### src/rtl/tpg_pkg.sv
// Shared types and helpers for the CSI-2 Bayer test-pattern generator.
package tpg_pkg;

  localparam int unsigned SAMPLE_W = 16;
  localparam int unsigned PAT_W    = 3;

  typedef enum logic [PAT_W-1:0] {
    PAT_HBARS  = 3'd0,
    PAT_VBARS  = 3'd1,
    PAT_RED    = 3'd2,
    PAT_BLUE   = 3'd3,
    PAT_RAMP   = 3'd4,
    PAT_CHECK  = 3'd5,
    PAT_SCROLL = 3'd6,
    PAT_RSVD   = 3'd7
  } pattern_e;

  typedef enum logic [1:0] {COL_WHITE, COL_GREEN, COL_BLUE, COL_RED} bar_color_e;
  typedef enum logic [1:0] {LANE_R, LANE_GR, LANE_GB, LANE_B} lane_e;

  // One Bayer sample of a palette colour for a w-bit pixel.
  function automatic logic [SAMPLE_W-1:0] palette(bar_color_e c, lane_e lane, int unsigned w);
    logic [SAMPLE_W-1:0] m;
    m = SAMPLE_W'((32'd1 << w) - 32'd1);
    palette = '0;
    case (c)
      COL_WHITE: palette = (lane == LANE_B) ? SAMPLE_W'(32'd1 << (w - 32'd1)) : m;
      COL_GREEN: palette = (lane == LANE_GR || lane == LANE_GB) ? m : '0;
      COL_BLUE:  palette = (lane == LANE_B) ? m : '0;
      COL_RED:   palette = (lane == LANE_R) ? m : '0;
      default:   palette = '0;
    endcase
  endfunction

  // Four-band bar index; anything at or past the last boundary is RED.
  function automatic bar_color_e bar_color(int unsigned coord, int unsigned q1,
                                           int unsigned q2, int unsigned q3);
    if (coord < q1)      bar_color = COL_WHITE;
    else if (coord < q2) bar_color = COL_GREEN;
    else if (coord < q3) bar_color = COL_BLUE;
    else                 bar_color = COL_RED;
  endfunction

endpackage

### src/rtl/tpg_frame_sequencer.sv
// Frame-start detection plus frame, dwell, scroll-offset counters and the pattern register.
module tpg_frame_sequencer import tpg_pkg::*; #(
  parameter int unsigned H_UNITS            = 400,
  parameter int unsigned FRAMES_PER_PATTERN = 42,
  parameter int unsigned SCROLL_STEP        = 4
) (
  input  logic        byte_clk_i,
  input  logic        reset_i,
  input  logic [11:0] line_number_i,
  input  logic        auto_cycle_i,
  input  logic [2:0]  pattern_sel_i,
  output pattern_e    pattern_nxt_c,
  output logic [11:0] offset_nxt_c,
  output pattern_e    pattern_o,
  output logic [15:0] frame_cnt_o
);

  localparam int unsigned DWELL_W = (FRAMES_PER_PATTERN > 1) ? $clog2(FRAMES_PER_PATTERN) : 1;

  logic [11:0]        line_prev_q;
  logic [11:0]        offset_q;
  logic [DWELL_W-1:0] dwell_q, dwell_nxt_c;
  logic [12:0]        offset_sum_c;
  logic               frame_start_c;

  assign frame_start_c = (line_number_i == 12'd1) && (line_prev_q != 12'd1);
  assign offset_sum_c  = 13'(offset_q) + 13'(SCROLL_STEP);

  // Next-state values are also consumed by the datapath so line 1 already uses them.
  always_comb begin
    pattern_nxt_c = pattern_o;
    offset_nxt_c  = offset_q;
    dwell_nxt_c   = dwell_q;
    if (frame_start_c) begin
      offset_nxt_c = (offset_sum_c >= 13'(H_UNITS)) ? 12'(offset_sum_c - 13'(H_UNITS))
                                                    : 12'(offset_sum_c);
      if (!auto_cycle_i) begin
        dwell_nxt_c   = '0;
        pattern_nxt_c = (pattern_sel_i == 3'd7) ? PAT_HBARS : pattern_e'(pattern_sel_i);
      end else if (dwell_q == DWELL_W'(FRAMES_PER_PATTERN - 1)) begin
        dwell_nxt_c   = '0;
        pattern_nxt_c = (pattern_o == PAT_SCROLL) ? PAT_HBARS
                                                  : pattern_e'(3'(pattern_o) + 3'd1);
      end else begin
        dwell_nxt_c = dwell_q + DWELL_W'(1);
      end
    end
  end

  always_ff @(posedge byte_clk_i or negedge reset_i) begin
    if (!reset_i) begin
      line_prev_q <= '0;
      offset_q    <= '0;
      dwell_q     <= '0;
      pattern_o   <= PAT_HBARS;
      frame_cnt_o <= '0;
    end else begin
      line_prev_q <= line_number_i;
      offset_q    <= offset_nxt_c;
      dwell_q     <= dwell_nxt_c;
      pattern_o   <= pattern_nxt_c;
      if (frame_start_c) frame_cnt_o <= frame_cnt_o + 16'd1;
    end
  end

endmodule

### src/rtl/csi2_test_pattern_gen.sv
// Bayer-quad test-pattern source: pattern sequencer plus a one-stage registered pixel datapath.
module csi2_test_pattern_gen import tpg_pkg::*; #(
  parameter int unsigned PIXEL_WIDTH        = 10,
  parameter int unsigned H_UNITS            = 400,
  parameter int unsigned V_ACTIVE           = 480,
  parameter int unsigned FRAMES_PER_PATTERN = 42,
  parameter int unsigned SCROLL_STEP        = 4,
  parameter int unsigned CHECK_LOG2         = 5,
  parameter int unsigned RAMP_SHIFT         = 1
) (
  input  logic                   byte_clk_i,
  input  logic                   reset_i,
  input  logic [11:0]            line_number_i,
  input  logic [11:0]            hori_pixel_count_i,
  input  logic                   auto_cycle_i,
  input  logic [2:0]             pattern_sel_i,
  output logic [PIXEL_WIDTH-1:0] pixel_red_o,
  output logic [PIXEL_WIDTH-1:0] pixel_green_red_o,
  output logic [PIXEL_WIDTH-1:0] pixel_green_blue_o,
  output logic [PIXEL_WIDTH-1:0] pixel_blue_o,
  output logic [2:0]             pattern_o,
  output logic [15:0]            frame_cnt_o
);

  localparam int unsigned V_Q1 = V_ACTIVE / 4;
  localparam int unsigned V_Q2 = V_ACTIVE / 2;
  localparam int unsigned V_Q3 = (3 * V_ACTIVE) / 4;
  localparam int unsigned H_Q1 = H_UNITS / 4;
  localparam int unsigned H_Q2 = H_UNITS / 2;
  localparam int unsigned H_Q3 = (3 * H_UNITS) / 4;
  localparam logic [PIXEL_WIDTH-1:0] PIX_MAX = '1;

  pattern_e         pattern_nxt_c, pattern_q;
  logic [11:0]      offset_nxt_c;
  logic [12:0]      scroll_sum_c, scroll_coord_c;
  logic [31:0]      ramp_c;
  logic [PIXEL_WIDTH-1:0] ramp_sat_c, flat_c;
  logic             check_on_c, use_pal_c;
  bar_color_e       color_c;

  tpg_frame_sequencer #(
    .H_UNITS           (H_UNITS),
    .FRAMES_PER_PATTERN(FRAMES_PER_PATTERN),
    .SCROLL_STEP       (SCROLL_STEP)
  ) u_seq (
    .byte_clk_i   (byte_clk_i),
    .reset_i      (reset_i),
    .line_number_i(line_number_i),
    .auto_cycle_i (auto_cycle_i),
    .pattern_sel_i(pattern_sel_i),
    .pattern_nxt_c(pattern_nxt_c),
    .offset_nxt_c (offset_nxt_c),
    .pattern_o    (pattern_q),
    .frame_cnt_o  (frame_cnt_o)
  );

  assign pattern_o = pattern_q;

  // Offset is always below H_UNITS, so one conditional subtract wraps the sum.
  assign scroll_sum_c   = 13'(hori_pixel_count_i) + 13'(offset_nxt_c);
  assign scroll_coord_c = (scroll_sum_c >= 13'(H_UNITS)) ? scroll_sum_c - 13'(H_UNITS) : scroll_sum_c;
  assign ramp_c         = 32'(hori_pixel_count_i) << RAMP_SHIFT;
  assign ramp_sat_c     = (ramp_c > 32'(PIX_MAX)) ? PIX_MAX : PIXEL_WIDTH'(ramp_c);
  assign check_on_c     = line_number_i[CHECK_LOG2] ^ hori_pixel_count_i[CHECK_LOG2];

  // Either a palette colour or a flat grey level drives all four samples.
  always_comb begin
    color_c   = COL_WHITE;
    use_pal_c = 1'b1;
    flat_c    = '0;
    case (pattern_nxt_c)
      PAT_VBARS:  color_c = bar_color(32'(hori_pixel_count_i), H_Q1, H_Q2, H_Q3);
      PAT_RED:    color_c = COL_RED;
      PAT_BLUE:   color_c = COL_BLUE;
      PAT_RAMP: begin
        use_pal_c = 1'b0;
        flat_c    = ramp_sat_c;
      end
      PAT_CHECK:  use_pal_c = check_on_c;
      PAT_SCROLL: color_c = bar_color(32'(scroll_coord_c), H_Q1, H_Q2, H_Q3);
      default:    color_c = bar_color(32'(line_number_i), V_Q1, V_Q2, V_Q3);
    endcase
  end

  always_ff @(posedge byte_clk_i or negedge reset_i) begin
    if (!reset_i) begin
      pixel_red_o        <= '0;
      pixel_green_red_o  <= '0;
      pixel_green_blue_o <= '0;
      pixel_blue_o       <= '0;
    end else begin
      pixel_red_o        <= use_pal_c ? PIXEL_WIDTH'(palette(color_c, LANE_R,  PIXEL_WIDTH)) : flat_c;
      pixel_green_red_o  <= use_pal_c ? PIXEL_WIDTH'(palette(color_c, LANE_GR, PIXEL_WIDTH)) : flat_c;
      pixel_green_blue_o <= use_pal_c ? PIXEL_WIDTH'(palette(color_c, LANE_GB, PIXEL_WIDTH)) : flat_c;
      pixel_blue_o       <= use_pal_c ? PIXEL_WIDTH'(palette(color_c, LANE_B,  PIXEL_WIDTH)) : flat_c;
    end
  end

endmodule

### config.mk
export PLATFORM = sky130hd
export DESIGN_NAME = csi2_test_pattern_gen
export DESIGN_NICKNAME = d
export VERILOG_FILES = /design/src/rtl/tpg_pkg.sv /design/src/rtl/tpg_frame_sequencer.sv /design/src/rtl/csi2_test_pattern_gen.sv
export SDC_FILE = /design/constraint.sdc
export NUM_CORES = 1
export LEC_CHECK = 0
export CAP_MARGIN = 25
export CELL_PAD_IN_SITES_DETAIL_PLACEMENT = 0
export CELL_PAD_IN_SITES_GLOBAL_PLACEMENT = 1
export CORE_MARGIN = 5
export CORE_UTILIZATION = 40
export CTS_CLUSTER_SIZE = 28
export DETAILED_ROUTE_END_ITERATION = 7
export PLACE_DENSITY = 0.91
export SETUP_SLACK_MARGIN = 0.4
export SLEW_MARGIN = 20
export SYNTH_ARGS = -nofsm -noshare
export SYNTH_HDL_FRONTEND = slang
export SYNTH_HIERARCHICAL = 1
export SYNTH_SLANG_ARGS = --single-unit
### constraint.sdc
create_clock -name byte_clk_i -period 7.1 [get_ports byte_clk_i]
set_input_delay 1.775 -clock byte_clk_i [delete_from_list [all_inputs] [get_ports byte_clk_i]]
set_output_delay 1.775 -clock byte_clk_i [all_outputs]
set_load 0.01 [all_outputs]
# Word level (Yosys, flattened, before mapping)

Index checks and enable logic that the tools add are counted.

Output and inout port bits: 59
Input bits: 30
Word-level logic and storage cells: 79
Bits in registers: 79

Equal/unequal tests: 14
Bitwise gates (word level): 1
Reductions and logical operators: 8
Mux-type cells: 29
Add/subtract/negate cells: 7
Order comparisons: 12

Operators by type and width:

| cell                                                                           | number |
|---|---|
| 10-bit 2-to-1 mux                                                              | 5 |
| 10-bit one-hot mux with 2 select lines                                         | 2 |
| 10-bit one-hot mux with 3 select lines                                         | 1 |
| 13-bit by 9-bit >= comparator with 1-bit output (second input constant)        | 2 |
| 12-bit by 7-bit less-than comparator with 1-bit output (second input constant) | 2 |
| 12-bit by 8-bit less-than comparator with 1-bit output (second input constant) | 2 |
| 12-bit by 9-bit less-than comparator with 1-bit output (second input constant) | 2 |
| 12-bit 2-to-1 mux                                                              | 2 |
| 16-bit by 1-bit adder with 16-bit output (second input constant)               | 1 |
| 3-bit equality test (second input constant)                                    | 5 |
| 3-bit 2-to-1 mux                                                               | 5 |
| 12-bit by 12-bit adder with 13-bit output                                      | 1 |
| 12-bit by 3-bit adder with 13-bit output (second input constant)               | 1 |
| 13-bit by 10-bit > comparator with 1-bit output (second input constant)        | 1 |
| 13-bit by 7-bit less-than comparator with 1-bit output (second input constant) | 1 |
| 13-bit by 8-bit less-than comparator with 1-bit output (second input constant) | 1 |
| 13-bit by 9-bit less-than comparator with 1-bit output (second input constant) | 1 |
| 13-bit 2-to-1 mux                                                              | 1 |
| 13-bit by 9-bit subtractor with 13-bit output (second input constant)          | 1 |
| 12-bit by 1-bit equality test with 1-bit output (second input constant)        | 1 |
| 2-bit 2-to-1 mux                                                               | 6 |
| 6-bit 2-to-1 mux                                                               | 2 |
| 12-bit by 1-bit != test with 1-bit output (second input constant)              | 1 |
| 2-bit OR reduction                                                             | 6 |
| 14 further kinds                                                               | 18 |

# Longest topological paths before layout

Depth in word-level cells: 16
Mapped depth: 30
Gate-level depth less buffers: 29

# By module

The synthesis kept the hierarchy.

By module, submodules not included:

| module                | area each (sq um) | cells an instance | seq. area each (sq um) | times used |
|---|---|---|---|---|
| tpg_frame_sequencer   | 2457.4            | 249               | 1176.1                 | 1 |
| csi2_test_pattern_gen | 2441.1            | 280               | 750.7                  | 1 |

# Worst setup path before layout

No wires, ideal clock.

Path kind: input port to flip-flop
From: input line_number_i[5]
To: register pixel_red_o[1]
Stages: 28
Slack: 0.429 ns
Library setup time: 0.127 ns
Data arrival time: 6.545 ns
Path buffers: 4
Required time: 6.973 ns
Path through: nor4b_1 -> nand3_1 -> a31o_2 -> buf_2 -> buf_1 -> nand2_1 -> nand2_1 -> ha_1 -> buf_2 -> o211ai_1 -> o21ai_1 -> xor2_1 -> inv_1 -> ha_1 -> nand2_1 -> a21oi_1 -> nor4_2 -> nor3_2 -> nor2_4 -> mux2_2 -> a211oi_1 -> or3_1 -> a31oi_1 -> ha_1 -> nand2b_1 -> and2_1 -> clkbuf_1 -> nand2_1

Longest elaborated chain between the ends: 15
Elaborated cells between the ends (all ways): 39
Classes of those cells: add/sub: 2; order compare: 7; eq/ne: 10; mux: 14; bitwise: 1; reduce/logical: 5

RTL lines:

| what                                                                                                             | RTL line                    | RTL |
|---|---|---|
| start: declaration                                                                                               | csi2_test_pattern_gen.sv:13 | `input logic [11:0] line_number_i,` |
| 12-bit by 1-bit equality test with 1-bit output (*)                                                              | tpg_frame_sequencer.sv:26   | `assign frame_start_c = (line_number_i == 12'd1) && (line_prev_q != 12'd1);` |
| 1-bit logical AND (*)                                                                                            | tpg_frame_sequencer.sv:26   |  |
| 12-bit 2-to-1 mux (*)                                                                                            | tpg_frame_sequencer.sv:34   | `if (frame_start_c) begin` |
| named net offset_nxt_c[3]                                                                                        | csi2_test_pattern_gen.sv:34 | `logic [11:0] offset_nxt_c;` |
| 12-bit by 12-bit adder with 13-bit output (*)                                                                    | csi2_test_pattern_gen.sv:60 | `assign scroll_sum_c = 13'(hori_pixel_count_i) + 13'(offset_nxt_c);` |
| 13-bit by 9-bit subtractor with 13-bit output or 13-bit by 9-bit >= comparator with 1-bit output (tied branches) | csi2_test_pattern_gen.sv:61 | `assign scroll_coord_c = (scroll_sum_c >= 13'(H_UNITS)) ? scroll_sum_c - 13'(H_UNITS) : scroll_sum_c;` |
| 13-bit 2-to-1 mux (*)                                                                                            | csi2_test_pattern_gen.sv:61 |  |
| 13-bit by 9-bit less-than comparator with 1-bit output                                                           | tpg_pkg.sv:40               | `else if (coord < q3) bar_color = COL_BLUE;` |
| 1-bit 2-to-1 mux                                                                                                 | tpg_pkg.sv:40               |  |
| 2-bit 2-to-1 mux                                                                                                 | tpg_pkg.sv:39               | `else if (coord < q2) bar_color = COL_GREEN;` |
| 2-bit 2-to-1 mux (*)                                                                                             | tpg_pkg.sv:38               | `if (coord < q1) bar_color = COL_WHITE;` |
| 2-bit one-hot mux with 5 select lines (*)                                                                        | csi2_test_pattern_gen.sv:71 | `case (pattern_nxt_c)` |
| 2-bit equality test (tied with other cells)                                                                      | tpg_pkg.sv:26               | `case (c)` |
| 2-bit OR reduction (no source line)                                                                              | -                           |  |
| 10-bit one-hot mux with 2 select lines (*)                                                                       | tpg_pkg.sv:26               |  |
| 10-bit 2-to-1 mux (*)                                                                                            | csi2_test_pattern_gen.sv:92 | `pixel_red_o <= use_pal_c ? PIXEL_WIDTH'(palette(color_c, LANE_R, PIXEL_WIDTH)) : flat_c;` |
| end signal: assignment                                                                                           | csi2_test_pattern_gen.sv:92 |  |
| end: declaration                                                                                                 | csi2_test_pattern_gen.sv:17 | `output logic [PIXEL_WIDTH-1:0] pixel_red_o,` |

Mark *: on every way through the listed nets, which the timed path passes. The rest lies on a longest branch.
A chain may end at the register's enable or synchronous reset.

# Worst setup path after layout

From: input line_number_i[2]
To: register pixel_green_blue_o[7]

Longest elaborated chain between the ends: 15
Elaborated cells between the ends (all ways): 38
Classes of those cells: add/sub: 2; order compare: 7; eq/ne: 10; mux: 14; reduce/logical: 5

RTL lines:

| what                                                                                                             | RTL line                    | RTL |
|---|---|---|
| 12-bit by 1-bit equality test with 1-bit output (*)                                                              | tpg_frame_sequencer.sv:26   |  |
| 1-bit logical AND (*)                                                                                            | tpg_frame_sequencer.sv:26   |  |
| 12-bit 2-to-1 mux (*)                                                                                            | tpg_frame_sequencer.sv:34   |  |
| named net offset_nxt_c[4]                                                                                        | csi2_test_pattern_gen.sv:34 |  |
| 12-bit by 12-bit adder with 13-bit output (*)                                                                    | csi2_test_pattern_gen.sv:60 |  |
| 13-bit by 9-bit subtractor with 13-bit output or 13-bit by 9-bit >= comparator with 1-bit output (tied branches) | csi2_test_pattern_gen.sv:61 |  |
| 13-bit 2-to-1 mux (*)                                                                                            | csi2_test_pattern_gen.sv:61 |  |
| 13-bit by 9-bit less-than comparator with 1-bit output                                                           | tpg_pkg.sv:40               |  |
| 1-bit 2-to-1 mux                                                                                                 | tpg_pkg.sv:40               |  |
| 2-bit 2-to-1 mux                                                                                                 | tpg_pkg.sv:39               |  |
| 2-bit 2-to-1 mux (*)                                                                                             | tpg_pkg.sv:38               |  |
| 2-bit one-hot mux with 5 select lines (*)                                                                        | csi2_test_pattern_gen.sv:71 |  |
| 2-bit equality test (tied with other cells)                                                                      | tpg_pkg.sv:26               |  |
| 2-bit OR reduction (no source line)                                                                              | -                           |  |
| 10-bit one-hot mux with 2 select lines (*)                                                                       | tpg_pkg.sv:26               |  |
| 10-bit 2-to-1 mux (*)                                                                                            | csi2_test_pattern_gen.sv:94 | `pixel_green_blue_o <= use_pal_c ? PIXEL_WIDTH'(palette(color_c, LANE_GB, PIXEL_WIDTH)) : flat_c;` |
| end signal: assignment                                                                                           | csi2_test_pattern_gen.sv:94 |  |
| end: declaration                                                                                                 | csi2_test_pattern_gen.sv:19 | `output logic [PIXEL_WIDTH-1:0] pixel_green_blue_o,` |

Marks and branches as above.

==> results.json <==
{
  "cts_root_buf": "clkbuf_16",
  "slew_headroom_pct": 42.3,
  "start_util_pct": 40.8,
  "cts_inserted_buffers": 9,
  "dr.pass1.iters": 5,
  "slowest_stage": "clkdlybuf4s50_1",
  "grt_max_degree": 78,
  "worstMarginPinSlew_ns": 0.866,
  "h-tree-depth": 3,
  "worstPathRequired_ns": 7.36,
  "cts_tree": "built",
  "synth_edf_count": 0,
  "syn_avg_cell_area_sq_um": 9.26,
  "ys.flop_type": "dfrtp_1",
  "clk_path_buf_depth": 2,
  "peakVddDrop_mv": 0.120,
  "die_x_um": 121,
  "ant_nets": 0,
  "synth_top_cells_by_area": "dfrtp_1 (39%), nand2_1 (6.4%), ha_1 (6.1%), xnor2_1 (4.6%), o21ai_0 (3.4%)",
  "drt_wl_total_mm": 13.2,
  "synth_top_family_by_area": "simple AND/OR/NAND/NOR gates",
  "fp-row-count": 40,
  "cp_slowest_stage_delay_ns": 0.47,
  "slew_viol_final": 0,
  "synth_cell_types": 85,
  "netlist_area_sq_mm": 0.00490,
  "fp.dieH_um": 121,
  "clock_sinks": 77,
  "synth_cells": 529,
  "port_buffers": 88,
  "core_area_sq_mm": 0.0120,
  "io_pins": 89,
  "setup.worst_path.class": "input pin to register",
  "fin_crit_sh_pct": 91.6,
  "synth_xor_area_share_pct": 7.13,
  "grt_pass1_vias": 4262,
  "area_growth_pct": 34.6,
  "final_nets": 689,
  "cellPowerDensity_mw_per_mm2": 179,
  "via_per_inst": 5.57,
  "whs_ns": 0.478,
  "synth-simple-area-share_pct": 22.5,
  "synth_top_area_cell": "dfrtp_1",
  "final_layout_size_suffix_gt1_share_pct": 16.1,
  "yosysWarnings": 6,
  "grt_pass1_wl_mm": 21.4,
  "status": "completed",
  "async_reset_ff_share_pct": 100,
  "layout_min_cycle_time_ns": 6.50,
  "grt-ovfl-total": 0,
  "crit_path_start_kind": "input pin",
  "cp.arrival_ns": 6.76,
  "synth.top_cell.area_share_pct": 39.3,
  "finalSetupViolCount": 0,
  "place.gp.congestion": 0.911,
  "cp_max_fo": 8,
  "ys_seq_area_share_pct": 39.3,
  "rsz0062_at_grt": "false",
  "clkTransAtPathRegs_ns": 0.06,
  "synth_mux_area_share_pct": 0.868,
  "antenna_found_initial": 0,
  "drc": 0,
  "hold_viol_final": 0,
  "synth-seq-cells": 77,
  "p_total_uw": 1180,
  "crit_path_end_kind": "register",
  "n_antenna_cell": 0,
  "path_cells": "clkdlybuf4s50_1 > nor4_2 > nand3_1 > a31oi_1 > buf_4 > nand3_2 > xnor2_2 > ha_4 > buf_4 > and3_4 > a221o_2 > a211oi_2 > o221ai_4 > and4b_1 > a21oi_2 > o21a_1 > nor3_1 > or3_4 > a31o_1 > ha_1 > nor2_1 > nand2_1 > and2_4 > nand2_1",
  "synthAdderAreaFrac_pct": 6.54,
  "grtUsageTotal_pct": 17.9,
  "die-area_sq_mm": 0.0146,
  "fmax_mhz": 154,
  "clock_latency_ns": 0.32,
  "drtIter0Drc": 310,
  "leakagePower_uw": 0.00294,
  "hp-class": "register to register",
  "fin_skew_ns": 0.00614,
  "synth-compound-area-share_pct": 18.2,
  "tns_ns": 0,
  "wl_per_cell_um": 16.8,
  "dp_hpwl_mm": 9.96,
  "drv_cap": 0,
  "route.vias.total": 4377
}
power by group:
part,switching (uW),total [uW],internal [uW]
clock network,179,490,311
logic,116,226,110
registers,8.87,465,456
total,304,1180,877
worst paths after layout:
| path | start | end | slack, ns | depth (start not counted) |
|---|---|---|---|---|
| worst max-delay path | line_number_i[2] | pixel_green_blue_o[7] | 0.60 | 24 |
| worst min-delay path | u_seq/frame_cnt_o[15] | u_seq/frame_cnt_o[15] | 0.48 | 1 |
| worst max register to register | u_seq/offset_q[2] | pixel_green_blue_o[7] | 1.24 | 24 |
| worst min register to register | u_seq/frame_cnt_o[15] | u_seq/frame_cnt_o[15] | 0.48 | 1 |
| max in group asynchronous | reset_i | pixel_green_blue_o[5] | 5.22 | 2 |
| min in group asynchronous | reset_i | u_seq/frame_cnt_o[3] | 1.32 | 1 |
worst max-delay path: cells and delay by family:
| family | cells | cell delay [ns] |
|---|---|---|
| simple gates | 11 | 1.83 |
| compound gates | 7 | 1.67 |
| buf+inv | 3 | 0.81 |
| fa+ha+maj | 2 | 0.44 |
| xor+xnor | 1 | 0.23 |
layer usage:
layer / track usage [%] / vias up / share of wire (%)
li1: - / 2111 / -
met3: 2.67 / 23 / 4.9
met1: 23.1 / 2106 / 43
met4: 4.25 / 0 / 1.6
met2: 31.6 / 137 / 51
met5: 0 / - / 0
sequential cells by signal, summed over array words and instances, names as in the netlist:
register	flops
u_seq/offset_q	10
u_seq/dwell_q	6
pixel_blue_o	10
pixel_green_blue_o	10
u_seq/pattern_o	3
pixel_red_o	10
u_seq/line_prev_q	12
u_seq/frame_cnt_o	16
cells by family after synthesis:
family | Yosys count
fa+ha+maj | 25
compound gates | 125
mux | 4
buf+inv | 46
flops | 77
simple gates | 212
other cells | 1
xor+xnor | 39
cells in the mapped netlist, types with 3 or more instances:
library cell	number
a21boi_0	3
a21o_1	7
a21oi_1	25
a31oi_1	7
and2_1	7
and3_1	11
and4b_1	3
buf_2	5
buf_4	14
buf_6	4
clkbuf_1	6
dfrtp_1	77
ha_1	24
inv_1	16
nand2_1	84
nand2b_1	4
nand3_1	22
nand4_1	8
nor2_1	20
nor3_1	16
nor4_1	8
o211ai_1	4
o21a_1	3
o21ai_0	33
o21ai_1	5
o31ai_1	3
or3_1	6
xnor2_1	26
xor2_1	12
cell type report:
class	instances	area [sq um]
clock buffers	10	229
well taps	147	184
inverters	16	60.1
fillers	1038	5420
flip-flops and latches	77	1930
repair buffers	123	1170
clock inverters	6	93.8
multi-input cells	407	2930
cell usage in the layout, fill, tap and decap left out, types with 3 or more instances in the layout:
cell type        count
a211oi_2             3
a21o_1               7
a21oi_1             23
a21oi_2              3
a31oi_1              6
and2_1               4
and3_1              11
and4b_1              3
buf_4               35
clkbuf_16            9
clkdlybuf4s50_1     80
dfrtp_1             77
dlymetal6s2s_1       5
ha_1                22
inv_1               16
nand2_1             83
nand2b_1             4
nand3_1             20
nand3_2              3
nand4_1              8
nor2_1              20
nor3_1              15
nor4_1               5
nor4_2               3
o211ai_1             4
o21a_1               3
o21ai_0             32
o21ai_1              4
o31ai_1              3
or3_1                5
xnor2_1             23
xnor2_2              4
xor2_1              10
what timing repair did:
action	CTS	global route
pin swaps	8	22
setup buffers	2	9
setup endpoints to repair	26	29
hold buffers	0	0
gates resized for setup	18	28
per-stage QoR:
| step | instances | utilization [%] | instance area (sq um) | setup WS (ns) |
|---|---|---|---|---|
| 2_1_floorplan | 530 | - | 4900 | 0.429 |
| 5_1_grt | 786 | 54.9 | 6590 | 0.332 |
| 6_report | 786 | 54.9 | 6590 | 0.596 |
| 3_3_place_gp | 758 | 49.4 | 5940 | 0.0278 |
| 3_5_place_dp | 758 | 49.4 | 5940 | -0.137 |
| 4_1_cts | 776 | 52.9 | 6350 | 0.399 |
Power figures use the tool's default switching activity.
==> variant (config.mk and constraints unchanged) <==
Set the parameter `PIXEL_WIDTH` to 14 (it was 10).
--- a/src/rtl/csi2_test_pattern_gen.sv
+++ b/src/rtl/csi2_test_pattern_gen.sv
@@ -2,3 +2,3 @@
 module csi2_test_pattern_gen import tpg_pkg::*; #(
-  parameter int unsigned PIXEL_WIDTH        = 10,
+  parameter int unsigned PIXEL_WIDTH        = 14,
   parameter int unsigned H_UNITS            = 400,
Interface: changed (resized pixel_blue_o, pixel_green_blue_o, pixel_green_red_o and pixel_red_o); port bits go from 89 to 105. The function was not compared with the original's and may differ.
==> variant against the unedited design <==
Clock power decreased by 6.1%. Largest cell class unchanged. First-iteration DRC count decreased by 9.7%. Clock skew about the same. Area after synthesis increased by 4.8%. Wire length increased by 4.0%. Sequential cell count increased by 10. Combinational power increased by 4%. Largest power group is now sequential cells. Via count increased by 2.6%. Worst setup slack got worse by 0.069 ns. Die area increased by 4.4%. Final area increased by 6.1%. Critical path type unchanged. Power increased by 3.5%. Final cell count increased by 6.2%.
==> variant: results (changes against the unedited design) <==
\begin{tabular}{lr}
\hline
Metric & Value \\
\hline
\multicolumn{2}{l}{\textbf{Clocking}} \\
\quad Source-to-sink clock delay at the later pin of the worst-skew pair & 0.34 ns (+0.02 ns) \\
\multicolumn{2}{l}{\textbf{Global routing}} \\
\quad Via count of the first global-routing pass & 4317 (+1.3\%) \\
\quad Maximum number of pins on one net before global-route repair & 72 (-7.7\%) \\
\quad Initial antenna violation count & 0 (unchanged) \\
\quad Overall routing resource usage & 18.1\% (+0.19 points) \\
\multicolumn{2}{l}{\textbf{Logic synthesis}} \\
\quad Area contributors post-synth & sky130\_fd\_sc\_hd\_\_dfrtp\_1 42\%, sky130\_fd\_sc\_hd\_\_nand2\_1 7.2\%, sky130\_fd\_sc\_hd\_\_ha\_1 5.8\%, sky130\_fd\_sc\_hd\_\_xnor2\_1 4.1\%, sky130\_fd\_sc\_hd\_\_buf\_4 2.8\% \\
\quad Multiplexer fraction of the synthesized cell area & 0.390\% (-0.48 points) \\
\quad Adder-cell area share of the yosys netlist & 6.24\% (-0.30 points) \\
\quad Unique cell type count in the Yosys netlist & 81 (-4.7\%) \\
\quad Most common library cells after synthesis & 98 x sky130\_fd\_sc\_hd\_\_nand2\_1, 87 x sky130\_fd\_sc\_hd\_\_dfrtp\_1, 24 x sky130\_fd\_sc\_hd\_\_ha\_1, 24 x sky130\_fd\_sc\_hd\_\_xnor2\_1 \\
\quad Sequential element share of the synthesized area & 42.4\% (+3.1 points) \\
\multicolumn{2}{l}{\textbf{Layout}} \\
\quad Final net count & 715 (+3.8\%) \\
\quad Fraction of final layout cells sized beyond drive strength 1 & 17.5\% (+1.4 points) \\
\quad Biggest regs & u\_seq/frame\_cnt\_o: 16 flops, pixel\_blue\_o: 14 flops \\
\multicolumn{2}{l}{\textbf{Route}} \\
\quad Detailed-route wire length per cell & 16.4 um (-2.1\%) \\
\quad Iter 0 DRT Violations & 280 (-9.7\%) \\
\quad Vias after detailed routing & 4489 (+2.6\%) \\
\multicolumn{2}{l}{\textbf{Power}} \\
\quad Pleak & 3.12 nW (+6.3\%) \\
\quad Largest vdd supply drop & 0.000141 V (+17\%) \\
\multicolumn{2}{l}{\textbf{Critical path}} \\
\quad R2r endpoint & pixel\_green\_blue\_o[12]\$\_DFF\_PN0\_ \\
\quad Endpoint arrival time on the critical path & 6.86 ns (+0.10 ns) \\
\quad Beginning of the critical path & line\_number\_i[9] \\
\quad Slowest-stage cell, CP & sky130\_fd\_sc\_hd\_\_or4\_4 \\
\multicolumn{2}{l}{\textbf{Timing}} \\
\quad Setup clock skew after layout & 0.00633 ns (+0.000184 ns) \\
\quad Post-route clock period utilization & 92.6\% (+0.98 points) \\
\quad Worst relative slew slack & 40.4\% (-1.9 points) \\
\multicolumn{2}{l}{\textbf{Run status}} \\
\quad Result of the run & complete, no violations \\
\multicolumn{2}{l}{\textbf{Place}} \\
\quad Number of input and output port buffers inserted & 104 (+18\%) \\
\quad Placer's final routability congestion estimate & 0.916 (+0.59\%) \\
\hline
\end{tabular}
[variant: changes by cell type after synthesis, moves of 5 or more]
cell and change:
sky130_fd_sc_hd__buf_4 +5, sky130_fd_sc_hd__and2_1 -6, sky130_fd_sc_hd__nand2_1 +14, sky130_fd_sc_hd__a21oi_1 -5, sky130_fd_sc_hd__o21ai_0 -12, sky130_fd_sc_hd__dfrtp_1 +10
[variant: layout make-up]
cell class	count	area, sq um
Timing Repair Buffer	142	1340
Fill cell	1122	5630
Clock buffer	10	239
Multi-Input combinational cell	404	2910
Inverter	16	65.1
Sequential cell	87	2180
Clock inverter	4	47.5
Tap cell	172	215
[variant: timing repair]
action,in CTS,in global routing
endpoints found under the setup margin,25,39
setup buffers,0,5
gates resized for setup,4,40
pin swaps,0,13
gates cloned,0,1
[variant: power breakdown]
group | internal (mW) | total, mW | switching [mW]
Clock | 0.277 | 0.460 | 0.183
Combinational | 0.119 | 0.236 | 0.116
Sequential | 0.517 | 0.528 | 0.0106
[variant: routing by layer]
| metal | wire length, um | up-vias | global-route usage (%) | share of wire (%) |
|---|---|---|---|---|
| met3 | 497 | 24 | 3.80 | 3.6 |
| met5 | 0 | - | 0 | 0 |
| met1 | 5660 | 2211 | 23.0 | 41 |
| met4 | 295 | 0 | 7.13 | 2.1 |
| li1 | - | 2162 | - | - |
| met2 | 7280 | 92 | 30.2 | 53 |
[variant: per-stage QoR]
stage	hold WS (ns)	instances	cell area [sq um]
after floorplan	0.481	539	5140
after global placement	0.461	815	6430
after detailed placement	0.481	815	6430
after CTS	0.489	829	6740
after global routing	0.528	835	6990
final	0.482	835	6990
[variant: worst min path at each step]
stage | startpoint | endpoint | cells past startpoint
3_5_place_dp | u_seq/frame_cnt_o[4]$_DFFE_PN0P_ | u_seq/frame_cnt_o[4]$_DFFE_PN0P_ | 1
3_3_place_gp | u_seq/frame_cnt_o[15]$_DFFE_PN0P_ | u_seq/frame_cnt_o[15]$_DFFE_PN0P_ | 1
6_report | u_seq/frame_cnt_o[15]$_DFFE_PN0P_ | u_seq/frame_cnt_o[15]$_DFFE_PN0P_ | 1
2_1_floorplan | u_seq/offset_q[10]$_DFF_PN0_ | u_seq/offset_q[10]$_DFF_PN0_ | 1
4_1_cts | u_seq/frame_cnt_o[4]$_DFFE_PN0P_ | u_seq/frame_cnt_o[4]$_DFFE_PN0P_ | 1
5_1_grt | u_seq/frame_cnt_o[13]$_DFFE_PN0P_ | u_seq/frame_cnt_o[13]$_DFFE_PN0P_ | 1
